==> src/rtl/sec32_encoder_pipe.sv <==
// Two-stage check-bit generator for the 32-bit SEC decoder, with one-shot
// error injection on the next accepted word and a wrapping output-word count.
module sec32_encoder_pipe #(
   parameter int CNT_W = 16
) (
   input  logic             clk,
   input  logic             rst_n,
   input  logic             in_valid,
   output logic             in_ready,
   input  logic [31:0]      in_data,
   input  logic             chk_en,
   input  logic             inj_req,
   input  logic [39:0]      inj_mask,
   output logic             out_valid,
   input  logic             out_ready,
   output logic [31:0]      out_data,
   output logic [7:0]       out_check,
   output logic             out_en,
   output logic             inj_done,
   output logic [CNT_W-1:0] word_count
);

   typedef enum logic {IDLE = 1'b0, ARMED = 1'b1} inj_st_e;

   // Check bits touched by data bit k: the two 16-bit halves use mirrored
   // column patterns so every data bit maps to a distinct weight-3 syndrome.
   function automatic logic [7:0] col_of(input int k);
      logic [7:0] c;
      int         j;
      c = '0;
      j = k % 16;
      if (k < 16) begin
         c = c | (8'b1 << (j % 4));
         c = c | (8'b1 << ((j < 8) ? 4 : 5));
         c = c | (8'b1 << (((j % 8) < 4) ? 6 : 7));
      end else begin
         c = c | (8'b1 << (4 + (j % 4)));
         c = c | (8'b1 << ((j < 8) ? 0 : 1));
         c = c | (8'b1 << (((j % 8) < 4) ? 2 : 3));
      end
      return c;
   endfunction

   inj_st_e     st_q, st_d;
   logic [39:0] mask_q, mask_d;

   logic        s1_v_q, s1_v_d, s1_en_q, s1_en_d, s1_inj_q, s1_inj_d;
   logic [31:0] s1_data_q, s1_data_d;
   logic [7:0]  s1_chk_q, s1_chk_d;

   logic        s2_v_q, s2_v_d, s2_en_q, s2_en_d, s2_inj_q, s2_inj_d;
   logic [31:0] s2_data_q, s2_data_d;
   logic [7:0]  s2_chk_q, s2_chk_d;

   logic             done_q, done_d;
   logic [CNT_W-1:0] cnt_q, cnt_d;

   logic       in_fire, out_fire, s1_load, s2_load, arm_hit;
   logic [7:0] chk_c;

   // Handshake: S2 takes S1 whenever it is empty or draining; S1 refills
   // whenever it is empty or S2 is taking its word.
   assign s2_load  = ~s2_v_q | out_ready;
   assign s1_load  = ~s1_v_q | s2_load;
   assign in_ready = s1_load;
   assign in_fire  = in_valid & s1_load;
   assign out_fire = s2_v_q & out_ready;

   always_comb begin
      chk_c = '0;
      for (int k = 0; k < 32; k++) begin
         chk_c = chk_c ^ ({8{in_data[k]}} & col_of(k));
      end
   end

   // Injection FSM: state register
   always_ff @(posedge clk or negedge rst_n) begin
      if (!rst_n) begin
         st_q   <= IDLE;
         mask_q <= '0;
      end else begin
         st_q   <= st_d;
         mask_q <= mask_d;
      end
   end

   // Injection FSM: next state; requests while armed never overwrite the mask
   always_comb begin
      st_d   = st_q;
      mask_d = mask_q;
      unique case (st_q)
         IDLE: begin
            if (inj_req) begin
               st_d   = ARMED;
               mask_d = inj_mask;
            end
         end
         ARMED: begin
            if (in_fire) st_d = IDLE;
         end
         default: st_d = IDLE;
      endcase
   end

   // Injection FSM: output
   always_comb begin
      arm_hit = 1'b0;
      unique case (st_q)
         ARMED:   arm_hit = in_fire;
         default: arm_hit = 1'b0;
      endcase
   end

   always_comb begin
      s1_v_d    = s1_v_q;
      s1_data_d = s1_data_q;
      s1_chk_d  = s1_chk_q;
      s1_en_d   = s1_en_q;
      s1_inj_d  = s1_inj_q;
      if (s1_load) s1_v_d = in_fire;
      if (in_fire) begin
         s1_data_d = in_data ^ (arm_hit ? mask_q[31:0] : 32'h0);
         s1_chk_d  = chk_c ^ (arm_hit ? mask_q[39:32] : 8'h0);
         s1_en_d   = chk_en;
         s1_inj_d  = arm_hit;
      end
   end

   always_comb begin
      s2_v_d    = s2_v_q;
      s2_data_d = s2_data_q;
      s2_chk_d  = s2_chk_q;
      s2_en_d   = s2_en_q;
      s2_inj_d  = s2_inj_q;
      if (s2_load) begin
         s2_v_d = s1_v_q;
         if (s1_v_q) begin
            s2_data_d = s1_data_q;
            s2_chk_d  = s1_chk_q;
            s2_en_d   = s1_en_q;
            s2_inj_d  = s1_inj_q;
         end
      end
   end

   always_comb begin
      done_d = out_fire & s2_inj_q;
      cnt_d  = cnt_q;
      if (out_fire) cnt_d = cnt_q + {{(CNT_W-1){1'b0}}, 1'b1};
   end

   always_ff @(posedge clk or negedge rst_n) begin
      if (!rst_n) begin
         s1_v_q    <= 1'b0;
         s1_data_q <= '0;
         s1_chk_q  <= '0;
         s1_en_q   <= 1'b0;
         s1_inj_q  <= 1'b0;
         s2_v_q    <= 1'b0;
         s2_data_q <= '0;
         s2_chk_q  <= '0;
         s2_en_q   <= 1'b0;
         s2_inj_q  <= 1'b0;
         done_q    <= 1'b0;
         cnt_q     <= '0;
      end else begin
         s1_v_q    <= s1_v_d;
         s1_data_q <= s1_data_d;
         s1_chk_q  <= s1_chk_d;
         s1_en_q   <= s1_en_d;
         s1_inj_q  <= s1_inj_d;
         s2_v_q    <= s2_v_d;
         s2_data_q <= s2_data_d;
         s2_chk_q  <= s2_chk_d;
         s2_en_q   <= s2_en_d;
         s2_inj_q  <= s2_inj_d;
         done_q    <= done_d;
         cnt_q     <= cnt_d;
      end
   end

   assign out_valid  = s2_v_q;
   assign out_data   = s2_data_q;
   assign out_check  = s2_chk_q;
   assign out_en     = s2_en_q;
   assign inj_done   = done_q;
   assign word_count = cnt_q;

endmodule

==> config.mk <==
export PLATFORM = sky130hd
export DESIGN_NAME = sec32_encoder_pipe
export DESIGN_NICKNAME = d
export VERILOG_FILES = /design/src/rtl/sec32_encoder_pipe.sv
export SDC_FILE = /design/constraint.sdc
export NUM_CORES = 1
export LEC_CHECK = 0
export BUFFER_PORTS_ARGS = -buffer_cell sky130_fd_sc_hd__buf_2
export CAP_MARGIN = 20
export CELL_PAD_IN_SITES_DETAIL_PLACEMENT = 1
export CELL_PAD_IN_SITES_GLOBAL_PLACEMENT = 2
export CORE_MARGIN = 3
export CORE_UTILIZATION = 36
export DETAILED_ROUTE_END_ITERATION = 7
export PLACE_DENSITY = 0.9
export SETUP_SLACK_MARGIN = 0.4
export SYNTH_ARGS = -nofsm -noshare
export SYNTH_HDL_FRONTEND = slang
export SYNTH_SLANG_ARGS = --single-unit
==> constraint.sdc <==
create_clock -name clk -period 1.9 [get_ports clk]
set_clock_uncertainty 0.15 [all_clocks]
set_input_delay 0.285 -clock clk [delete_from_list [all_inputs] [get_ports clk]]
set_output_delay 0.285 -clock clk [all_outputs]
set_load 0.01 [all_outputs]
==> summary.md <==
| Metric | Value |
|---|---|
| Ys Warns | `0` |
| Fin. max-slew vios | `0` |
| Tightest Hold Check Type | `in -> reg` |
| CP arrival | `roughly 1900 ps` |
| Die ar. | `19700 um^2` |
| Drt first pass iters | `4` |
| Std-Cell Rows | `48` |
| Core Area | `roughly 17000 um^2` |
| CP Max Fanout | `6` |
| Worst setup SP type | `flip-flop` |
| Pwr Density | `about 1300 nW/um^2` |
| Starting Density | `37.18%` |
| CTS Buf Count | `17` |
| Peak supply drop | `approximately 0.00070 V` |
| Total track usage | `~22%` |
| Clk root buf | `clkbuf_16` |
| GPL Wtd Cong | `0.7889` |
| Final period utilization | `roughly 91%` |
| Final Instance Area | `between 10000 and 15000 um^2` |
| Number of distinct library cells after synthesis | `25` |
| Clk slew on worst S/H paths | `around 60 ps` |
| Vias after detailed routing | `5104` |
| Final setup fails | `0` |
| Setup crit end kind | `flip-flop` |
| Fin Hold WS | `around 70 ps` |
| ANT nets after route | `0` |
| CTS tree | `built` |
| Layout cells sized above 1 | `between 50% and 60%` |
| Synthesized instance count | `around 530` |
| Synth Cell Area | `6497 um^2` |
| DR WL/cell | `approximately 25 um` |
| Synth Net Count | `604` |
| Post-DP HPWL | `between 10000 and 15000 um` |
| Setup CP Type | `reg -> reg` |
| P&R area growth vs syn | `57.27%` |
| Fin. Hold Viols | `0` |
| Layout net count | `847` |
| Initial antenna violation count | `0` |
| Skew-Pair Late Insertion Delay | `420 ps` |
| Relative slew slack | `between 60% and 70%` |
| Post-Route WL | `between 20000 and 30000 um` |
| Sequential area share after synthesis | `a little under three fifths` |
| First-pass GRT wire length | `around 33000 um` |
| R2r setup slk | `approximately 180 ps` |
| Highest clock rate | `slightly below 600 MHz` |
| Total power | `about 13 mW` |
| Seq cells post-synth | `about 140` |
| Total global routing overflow | `0` |
| Leakage power | `4.907 nW` |
| Vias in the first global route | `5737` |
| DIE WIDTH | `approximately 140 um` |
| 1st-iter DRT viols | `321` |
| Port buffer count | `about 140` |
| Worst Tran Pin Value | `between 500 and 600 ps` |
| Die height | `140.3 um` |
| Clock Sinks | `144` |
| Pin count of the biggest net entering global routing | `55` |
| Worst path required time | `between 2000 and 2500 ps` |
| RSZ-0062 raised after global routing | `true` |
| Final min period | `approximately 1700 ps` |
| DRC viols | `0` |
| Setup TNS | `0 ps` |
| Fin util | `58.47%` |
| Num ports | `between 100 and 150` |
| Synthesized area per cell | `roughly 12 um^2` |
| Vias per cell | `between 5 and 6` |
| CTS max path bufs | `2` |
| Post-DP Area | `between 7000 and 8000 um^2` |
| H-tree depth | `4` |
| Number of max-cap violations | `0` |
| Status | `completed` |
critical path, stage by stage, from the launching register on:
cell       delay (ps)
dfrtp_2           430
buf_6             140
nand3b_4          100
buf_8             130
nand2_8           110
buf_12            180
clkbuf_16         160
o21ai_0           210
layout make-up:
| type | count | area [um^2] |
|---|---|---|
| antenna | 1 | 2.502 |
| clock buffer | 22 | 474.2 |
| clock inverter | 10 | 133.9 |
| fill | 1726 | 7258 |
| multi-input combinational | 363 | 3607 |
| sequential | 144 | 3610 |
| tap | 225 | 281.5 |
| timing repair buffer | 242 | 2110 |
cells in the mapped netlist, drive strengths merged:
| cell | n | area [um^2] |
|---|---|---|
| or2b | 1 | 7.510 |
| xnor2 | 68 | 640.6 |
| nor3 | 1 | 10.01 |
| nand2b | 2 | 12.51 |
| and2 | 1 | 6.260 |
| nand3b | 1 | 20.02 |
| ha | 1 | 12.51 |
| mux2 | 84 | 945.9 |
| nand2 | 90 | 337.8 |
| xnor3 | 1 | 22.52 |
| o21a | 1 | 7.510 |
| clkbuf | 8 | 30.03 |
| nor2b | 1 | 6.260 |
| xor2 | 50 | 437.9 |
| o21ai | 39 | 195.2 |
| nor2 | 2 | 7.510 |
| and3 | 4 | 25.02 |
| buf | 12 | 70.07 |
| nand3 | 7 | 35.03 |
| and4 | 7 | 63.81 |
| dfrtp | 144 | 3603 |
power by group:
group / internal [mW] / total [mW] / switching, mW
registers: 4.06 / 4.93 / 0.870
clock network: 2.17 / 3.54 / 1.37
logic: 2.38 / 4.50 / 2.12
total: 8.61 / 13.0 / 4.36
cell families after synthesis:
group           Yosys count  synth area share, %
compound gates           40                3.120
flops                   144                55.46
xor+xnor                119                16.95
fa+ha+maj                 1               0.1925
mux                      84                14.56
buf+inv                  20                1.541
simple gates            117                8.184
worst paths after layout:
path	start	endpoint	cells after the start
worst max-delay path	out_valid	s1_data_q[1]	7
worst min-delay path	in_data[11]	s1_data_q[11]	3
worst max register to register	out_valid	s1_data_q[1]	7
worst min register to register	word_count[15]	word_count[15]	1
max in group asynchronous	rst_n	s1_chk_q[1]	3
min in group asynchronous	rst_n	mask_q[25]	2
repair_timing:
item,4_1_cts,5_1_grt
hold buffers,43,0
setup buffers,19,14
gates cloned,13,4
resized for setup,55,184
pin swaps,16,56
hold endpoints to repair,91,0
setup endpoints to repair,127,138
sequential cells by signal, indices dropped and copies added, names as in the netlist:
name and cells:
inj_done 1, out_valid 1, s1_inj_q 1, word_count 16
s1_data_q 32, out_data 32, out_en 1, s1_chk_q 8
s1_en_q 1, s1_v_q 1, st_q 1, s2_inj_q 1
mask_q 40, out_check 8
layer usage:
metal,vias up,track usage (%),share of wire [%]
met1,2634,26.43,40
met2,174,38.79,53
met3,52,4.677,4.5
met4,0,9.179,3.2
li1,2244,-,-
met5,-,0,0
per-stage QoR:
step	setup slack, ps	std cells
5_1_grt	161.2	1006
6_report	176.5	1007
2_1_floorplan	352.6	525
3_5_place_dp	176.9	881
4_1_cts	255.9	988
3_3_place_gp	193.9	881
placed cells by master (no fill, tap or decap), drive strengths merged:
cell,Yosys,layout
ha,1,1
buf,12,195
clkinv,0,4
xor2,50,50
bufinv,0,3
o21ai,39,39
dlygate4sd3,0,43
nor2b,1,1
clkinvlp,0,2
nor3,1,1
o21a,1,1
mux2,84,84
xnor3,1,1
inv,0,1
and2,1,1
nand2b,2,2
nor2,2,2
nand3b,1,2
dfrtp,144,144
diode,0,1
xnor2,68,68
clkbuf,8,26
nand3,7,7
or2b,1,1
and3,4,4
and4,7,7
nand2,90,91
Power figures use the tool's default switching activity.
